==> config.mk <==
export PLATFORM = sky130hd
export DESIGN_NAME = symbol_serializer
export DESIGN_NICKNAME = d
export VERILOG_FILES = /design/src/rtl/pcie_phy_pkg.sv /design/src/rtl/symbol_serializer.sv
export SDC_FILE = /design/constraint.sdc
export NUM_CORES = 1
export LEC_CHECK = 0
export CAP_MARGIN = 30
export CORE_UTILIZATION = 59
export DETAILED_ROUTE_END_ITERATION = 12
export DONT_BUFFER_PORTS = 1
export GPL_TIMING_DRIVEN = 0
export PLACE_DENSITY_LB_ADDON = 0.2
export RECOVER_POWER = 25
export SETUP_SLACK_MARGIN = 0.15
export SYNTH_ARGS = -nofsm -noshare
export SYNTH_HDL_FRONTEND = slang
export SYNTH_SLANG_ARGS = --single-unit
==> constraint.sdc <==
create_clock -name clk_i -period 1.7 [get_ports clk_i]
set_input_delay 0.255 -clock clk_i [delete_from_list [all_inputs] [get_ports clk_i]]
set_output_delay 0.255 -clock clk_i [all_outputs]
set_load 0.02 [all_outputs]
==> src/rtl/pcie_phy_pkg.sv <==
// Shared constants and types for the PCIe PHY symbol path.
// Holds the symbol width, the two K28.5 comma encodings and the serializer state type.
package pcie_phy_pkg;

  localparam int SYM_W = 10;

  // K28.5 as transmitted a..j, selected by the running disparity before it
  localparam logic [SYM_W-1:0] K28_5_RDN = 10'b0011111010;
  localparam logic [SYM_W-1:0] K28_5_RDP = 10'b1100000101;

  // Bit counter value while the last bit ('j') of a symbol is on the line
  localparam logic [3:0] LAST_BIT = 4'd9;

  typedef enum logic {
    SER_IDLE = 1'b0,
    SER_RUN  = 1'b1
  } ser_state_e;

endpackage

==> src/rtl/symbol_serializer.sv <==
// 10-bit symbol to serial bitstream converter, 'a' (sym_i[9]) first.
// A symbol is accepted at a symbol boundary (IDLE, or last bit on the line) and
// its first bit appears on ser_o the following cycle, so back-to-back symbols
// form a gapless stream.
// Optional feature: define SER_IDLE_FILL_EN to transmit K28.5 (disparity-correct)
// instead of dropping to IDLE when no symbol is offered at a boundary.
module symbol_serializer
  import pcie_phy_pkg::*;
(
  input  logic             clk_i,
  input  logic             reset_i,
  input  logic [SYM_W-1:0] sym_i,
  input  logic             sym_rd_neg_i,
  input  logic             sym_valid_i,
  output logic             sym_ready_o,
  output logic             ser_o,
  output logic             ser_valid_o,
  output logic             sym_start_o,
  output logic             underflow_o
);

  ser_state_e       state_q, state_d;
  logic [3:0]       cnt_q, cnt_d;
  logic [SYM_W-1:0] shift_q, shift_d;
  logic             ser_q, ser_d;
  logic             ser_valid_q, ser_valid_d;
  logic             start_q, start_d;
  logic             rd_neg_q, rd_neg_d;
  logic             at_boundary;
  logic             xfer;
`ifdef SER_IDLE_FILL_EN
  logic [SYM_W-1:0] fill_sym;
`endif

  // Handshake: ready only at a symbol boundary and never while in reset
  always_comb begin
    at_boundary = (state_q == SER_IDLE) || (cnt_q == LAST_BIT);
    sym_ready_o = at_boundary && !reset_i;
    xfer        = sym_ready_o && sym_valid_i;
    underflow_o = (state_q == SER_RUN) && (cnt_q == LAST_BIT) && !sym_valid_i;
  end

  // Next state: shift mid-symbol, load at a boundary, or fill/stop on underflow
  always_comb begin
    state_d     = state_q;
    cnt_d       = cnt_q;
    shift_d     = shift_q;
    ser_d       = 1'b0;
    ser_valid_d = 1'b0;
    start_d     = 1'b0;
    rd_neg_d    = rd_neg_q;
`ifdef SER_IDLE_FILL_EN
    fill_sym    = rd_neg_q ? K28_5_RDN : K28_5_RDP;
`endif

    if ((state_q == SER_RUN) && (cnt_q != LAST_BIT)) begin
      // Mid-symbol: next bit comes from the top of the shift register. The
      // vacated LSB is backfilled with rd_neg; it is reloaded before it could
      // ever reach the top, so the fill value never reaches the line.
      cnt_d       = cnt_q + 4'd1;
      ser_d       = shift_q[SYM_W-1];
      ser_valid_d = 1'b1;
      shift_d     = {shift_q[SYM_W-2:0], rd_neg_q};
    end else if (xfer) begin
      // 'a' goes straight to the output register; b..j wait in the shifter
      state_d     = SER_RUN;
      cnt_d       = 4'd0;
      ser_d       = sym_i[SYM_W-1];
      ser_valid_d = 1'b1;
      start_d     = 1'b1;
      shift_d     = {sym_i[SYM_W-2:0], 1'b0};
      rd_neg_d    = sym_rd_neg_i;
    end else if (state_q == SER_RUN) begin
`ifdef SER_IDLE_FILL_EN
      // Boundary with nothing offered: keep the link busy with a comma
      cnt_d       = 4'd0;
      ser_d       = fill_sym[SYM_W-1];
      ser_valid_d = 1'b1;
      start_d     = 1'b1;
      shift_d     = {fill_sym[SYM_W-2:0], 1'b0};
      rd_neg_d    = ~rd_neg_q;
`else
      // Boundary with nothing offered: stop transmitting
      state_d     = SER_IDLE;
      cnt_d       = 4'd0;
      shift_d     = '0;
`endif
    end
  end

  // State registers; reset aborts any symbol in flight immediately
  always_ff @(posedge clk_i or posedge reset_i) begin
    if (reset_i) begin
      state_q     <= SER_IDLE;
      cnt_q       <= 4'd0;
      shift_q     <= '0;
      ser_q       <= 1'b0;
      ser_valid_q <= 1'b0;
      start_q     <= 1'b0;
      rd_neg_q    <= 1'b1;
    end else begin
      state_q     <= state_d;
      cnt_q       <= cnt_d;
      shift_q     <= shift_d;
      ser_q       <= ser_d;
      ser_valid_q <= ser_valid_d;
      start_q     <= start_d;
      rd_neg_q    <= rd_neg_d;
    end
  end

  assign ser_o       = ser_q;
  assign ser_valid_o = ser_valid_q;
  assign sym_start_o = start_q;

endmodule

==> results.py <==
metrics = {
    "power": {
        "share_seq_of_total_power": 0.435,
        "irDropWorstVdd_mv": 1.18,
        "power.density_cell_area_nw_per_um2": 1790,
        "clock_power_share": 0.125,
        "power.share.switching": 0.343,
        "share_comb_of_total_power": 0.439,
        "reported_net_switching_power_mw": 0.634,
        "power_leakage_nw": 0.506,
        "cellInternalPower_mw": 1.21,
    },
    "timing": {
        "finClkSkew_ns": 0.00431,
        "min_period_over_period": 0.983,
        "timing.max_slew.rel_slack": 0.531,
        "timing.final.max_slew_violations": 0,
        "rsz0062_at_grt": "true",
        "final_hold_viol_count": 0,
        "timing.final.crit_period_ns": 1.67,
        "worst_pin_slew_ns": 0.702,
        "setup_viol": 0,
        "fin_setup_tns_ns": 0,
        "maxClockFrequency_ghz": 0.599,
        "final.hold.worst_slack_ns": 0.0910,
    },
    "detailed_routing": {
        "routed-wl-met3_um": 66,
        "via_per_inst": 6.31,
        "drt_iter0_markers": 13,
        "routed.top_layer": "met4",
        "via_count": 631,
        "met2RoutedLength_um": 799,
        "remaining_antenna_violation_count_after_routing": 0,
        "wl_met1_um": 788,
        "wirelength_um": 1690,
        "post-route-drc-count": 0,
        "routedWlPerCell_um": 16.9,
        "drt-pass1-iter-count": 4,
    },
    "clocking": {
        "worst_setup_hold_path_clk_slew_ns": 0.11,
        "clk_root_buffer_cell": "clkbuf_4",
        "tritoncts": "yes",
        "numCtsBuffers": 3,
        "cts-root-to-sink-buffers": 2,
        "cts_num_sinks": 19,
        "clock_latency_ns": 0.30,
        "htree_num_levels": 1,
    },
    "synth": {
        "syn-num-nets": 89,
        "portion_of_the_post_synthesis_area_used_by_sequential_elements": 0.536,
        "ys_warn_count": 0,
        "yosys_most_used_dff": "dfrtp_1",
        "async_flop_share": 1.00,
        "yosysUniqueCellTypes": 27,
        "synthesis.instances": 73,
        "synth_area_per_cell_um2": 12.2,
        "synth.ff_latch_count": 19,
        "mappedNetlistArea_um2": 890,
        "number_of_enable_flip_flop_cells_after_synthesis": 0,
    },
    "finish": {
        "num-fill-cells": 90,
        "area_growth_pct": 15.9,
        "layout_commonest_cell": "dfrtp_1",
        "final_layout_size_suffix_gt1_frac": 0.306,
        "stdcell_count": 100,
        "finish.net_count": 102,
        "final_cell_mix": "dfrtp_1, and3_1, a221o_1",
        "n_antenna_cell": 0,
    },
    "run": {
        "maxCapViolations": 0,
    },
    "setup_path": {
        "crit_path_end_kind": "primary output",
        "timing.critical_path.from": "cnt_q[1]",
        "worstSetupStartpointType": "flip-flop",
        "worst_case_register_to_register_setup_slack_ns": 0.16,
        "worst_r2r_endpoint": "shift_q[1]",
        "timing.critical_path.cells": "inv_2 -> ha_4 -> nand3b_4 -> buf_6 -> nor3b_4",
        "required_ns": 1.44,
        "ff2ff_path_depth": 7,
        "worstSetupPathType": "reg2out",
        "worst_path_largest_cell_delay_ns": 0.41,
        "crit_fanout": 3,
        "cp.arrival_ns": 1.42,
        "cpMaxStageDelayCell": "dfrtp_1",
        "rr_startpoint": "cnt_q[1]",
    },
    "hold_path": {
        "holdCritStartpoint": "sym_i[9]",
        "hold_path_end": "ser_o",
        "holdCritPathClass": "in2reg",
        "holdPathStages": 2,
    },
    "global_routing": {
        "grt_pass1_wl_um": 2420,
        "gr-usage-all-layers": 0.228,
        "number_of_antenna_violations_at_the_first_check_in_global_routing": 0,
        "grt.overflow.total": 0,
        "maximum_number_of_pins_on_one_net_before_global_route_repair": 20,
        "first_global_vias": 557,
    },
    "run_status": {
        "run_status": "completed",
    },
    "placement": {
        "buffer_ports.inserted": 0,
        "placed_wire_length_estimate_after_detailed_placement_um": 1120,
        "gpl.final_weighted_congestion": 0.788,
        "cell_count_post_placement": 88,
    },
    "die": {
        "dieArea_um2": 1670,
        "core-area_um2": 1350,
        "top_level_ports": 19,
        "die_h_um": 40.8,
        "chipWidth_um": 40.8,
        "effective_utilization_at_floorplan": 0.659,
        "rows": 13,
    },
}
==> critical path, delay by kind of cell (launching register included) <==
family	cells	cell delay, ns
flops	1	0.41
simple gates	2	0.36
buf+inv	2	0.20
fa+ha+maj	1	0.14
==> stage by stage <==
step                instance area (um^2)  power, mW   util  setup WS [ns]
floorplan                            895       1.33      -          0.223
global placement                     913       1.43  0.677          0.123
detailed placement                   913       1.46  0.677         0.0947
CTS                                 1010       1.79  0.751         0.0308
global route                        1030       1.97  0.764        -0.0311
finish                              1030       1.84  0.764         0.0297
==> worst max-delay path by stage <==
stage / to / slack, ns
floorplan: sym_ready_o / 0.22
global placement: sym_ready_o / 0.12
detailed placement: sym_ready_o / 0.09
CTS: underflow_o / 0.03
global route: underflow_o / -0.03
finish: underflow_o / 0.03
==> layout make-up <==
class / instances / area, um^2 / area share
flip-flops and latches: 19 / 477 / 0.462
multi-input cells: 47 / 399 / 0.387
repair buffers: 8 / 62.6 / 0.0607
plain buffers: 5 / 40.0 / 0.0388
clock buffers: 4 / 26.3 / 0.0255
well taps: 15 / 18.8 / 0.0182
inverters: 2 / 7.51 / 0.00728
==> cells by family (layout without fill, tap and decap cells) <==
family,after synthesis,after routing,share of synthesized area
DFF,19,19,0.536
adders and majority gates,2,2,0.0281
muxes,3,3,0.0366
buffers and inverters,7,19,0.0535
xor gates and xnor gates,1,1,0.00985
AOI/OAI and AO/OA,15,15,0.158
and+or+nand+nor,26,26,0.179
==> registers in the layout (all words and copies together), names as in the netlist <==
signal,cells
ser_o,1
rd_neg_q,1
ser_valid_o,1
sym_start_o,1
cnt_q,4
shift_q,10
state_q,1
==> power groups by stage <==
| stage | Sequential, mW | Combinational, mW | Clock, mW |
|---|---|---|---|
| 2_1_floorplan | 0.784 | 0.544 | 0 |
| 6_report | 0.803 | 0.810 | 0.231 |
| 5_1_grt | 0.824 | 0.891 | 0.259 |
| 3_5_place_dp | 0.816 | 0.640 | 0 |
| 4_1_cts | 0.802 | 0.760 | 0.231 |
| 3_3_place_gp | 0.806 | 0.625 | 0 |
==> synth_stat cells (2+ instances only) <==
cell | instances | area share
dfrtp_1 | 18 | 0.51
a221o_1 | 9 | 0.10
and3_1 | 9 | 0.063
nand2_1 | 6 | 0.025
a22o_1 | 2 | 0.020
buf_2 | 2 | 0.011
buf_6 | 2 | 0.025
ha_1 | 2 | 0.028
inv_1 | 2 | 0.0084
mux2_2 | 2 | 0.025
nor2_1 | 2 | 0.0084
nor3b_1 | 2 | 0.017
==> per-layer routing <==
metal  GRT usage  vias up
met3      0.0489        5
met2       0.363       17
met5           0        -
li1            -      296
met1       0.282      313
met4       0.125        0
==> what timing repair did <==
| action | CTS | global route |
|---|---|---|
| endpoints found under the setup margin | 2 | 9 |
| endpoints found under the hold margin | 18 | 0 |
| setup buffers | 5 | 2 |
| hold buffers | 1 | 0 |
| gates resized for setup | 6 | 2 |
| pin swaps | 1 | 3 |
Power figures use the tool's default switching activity.
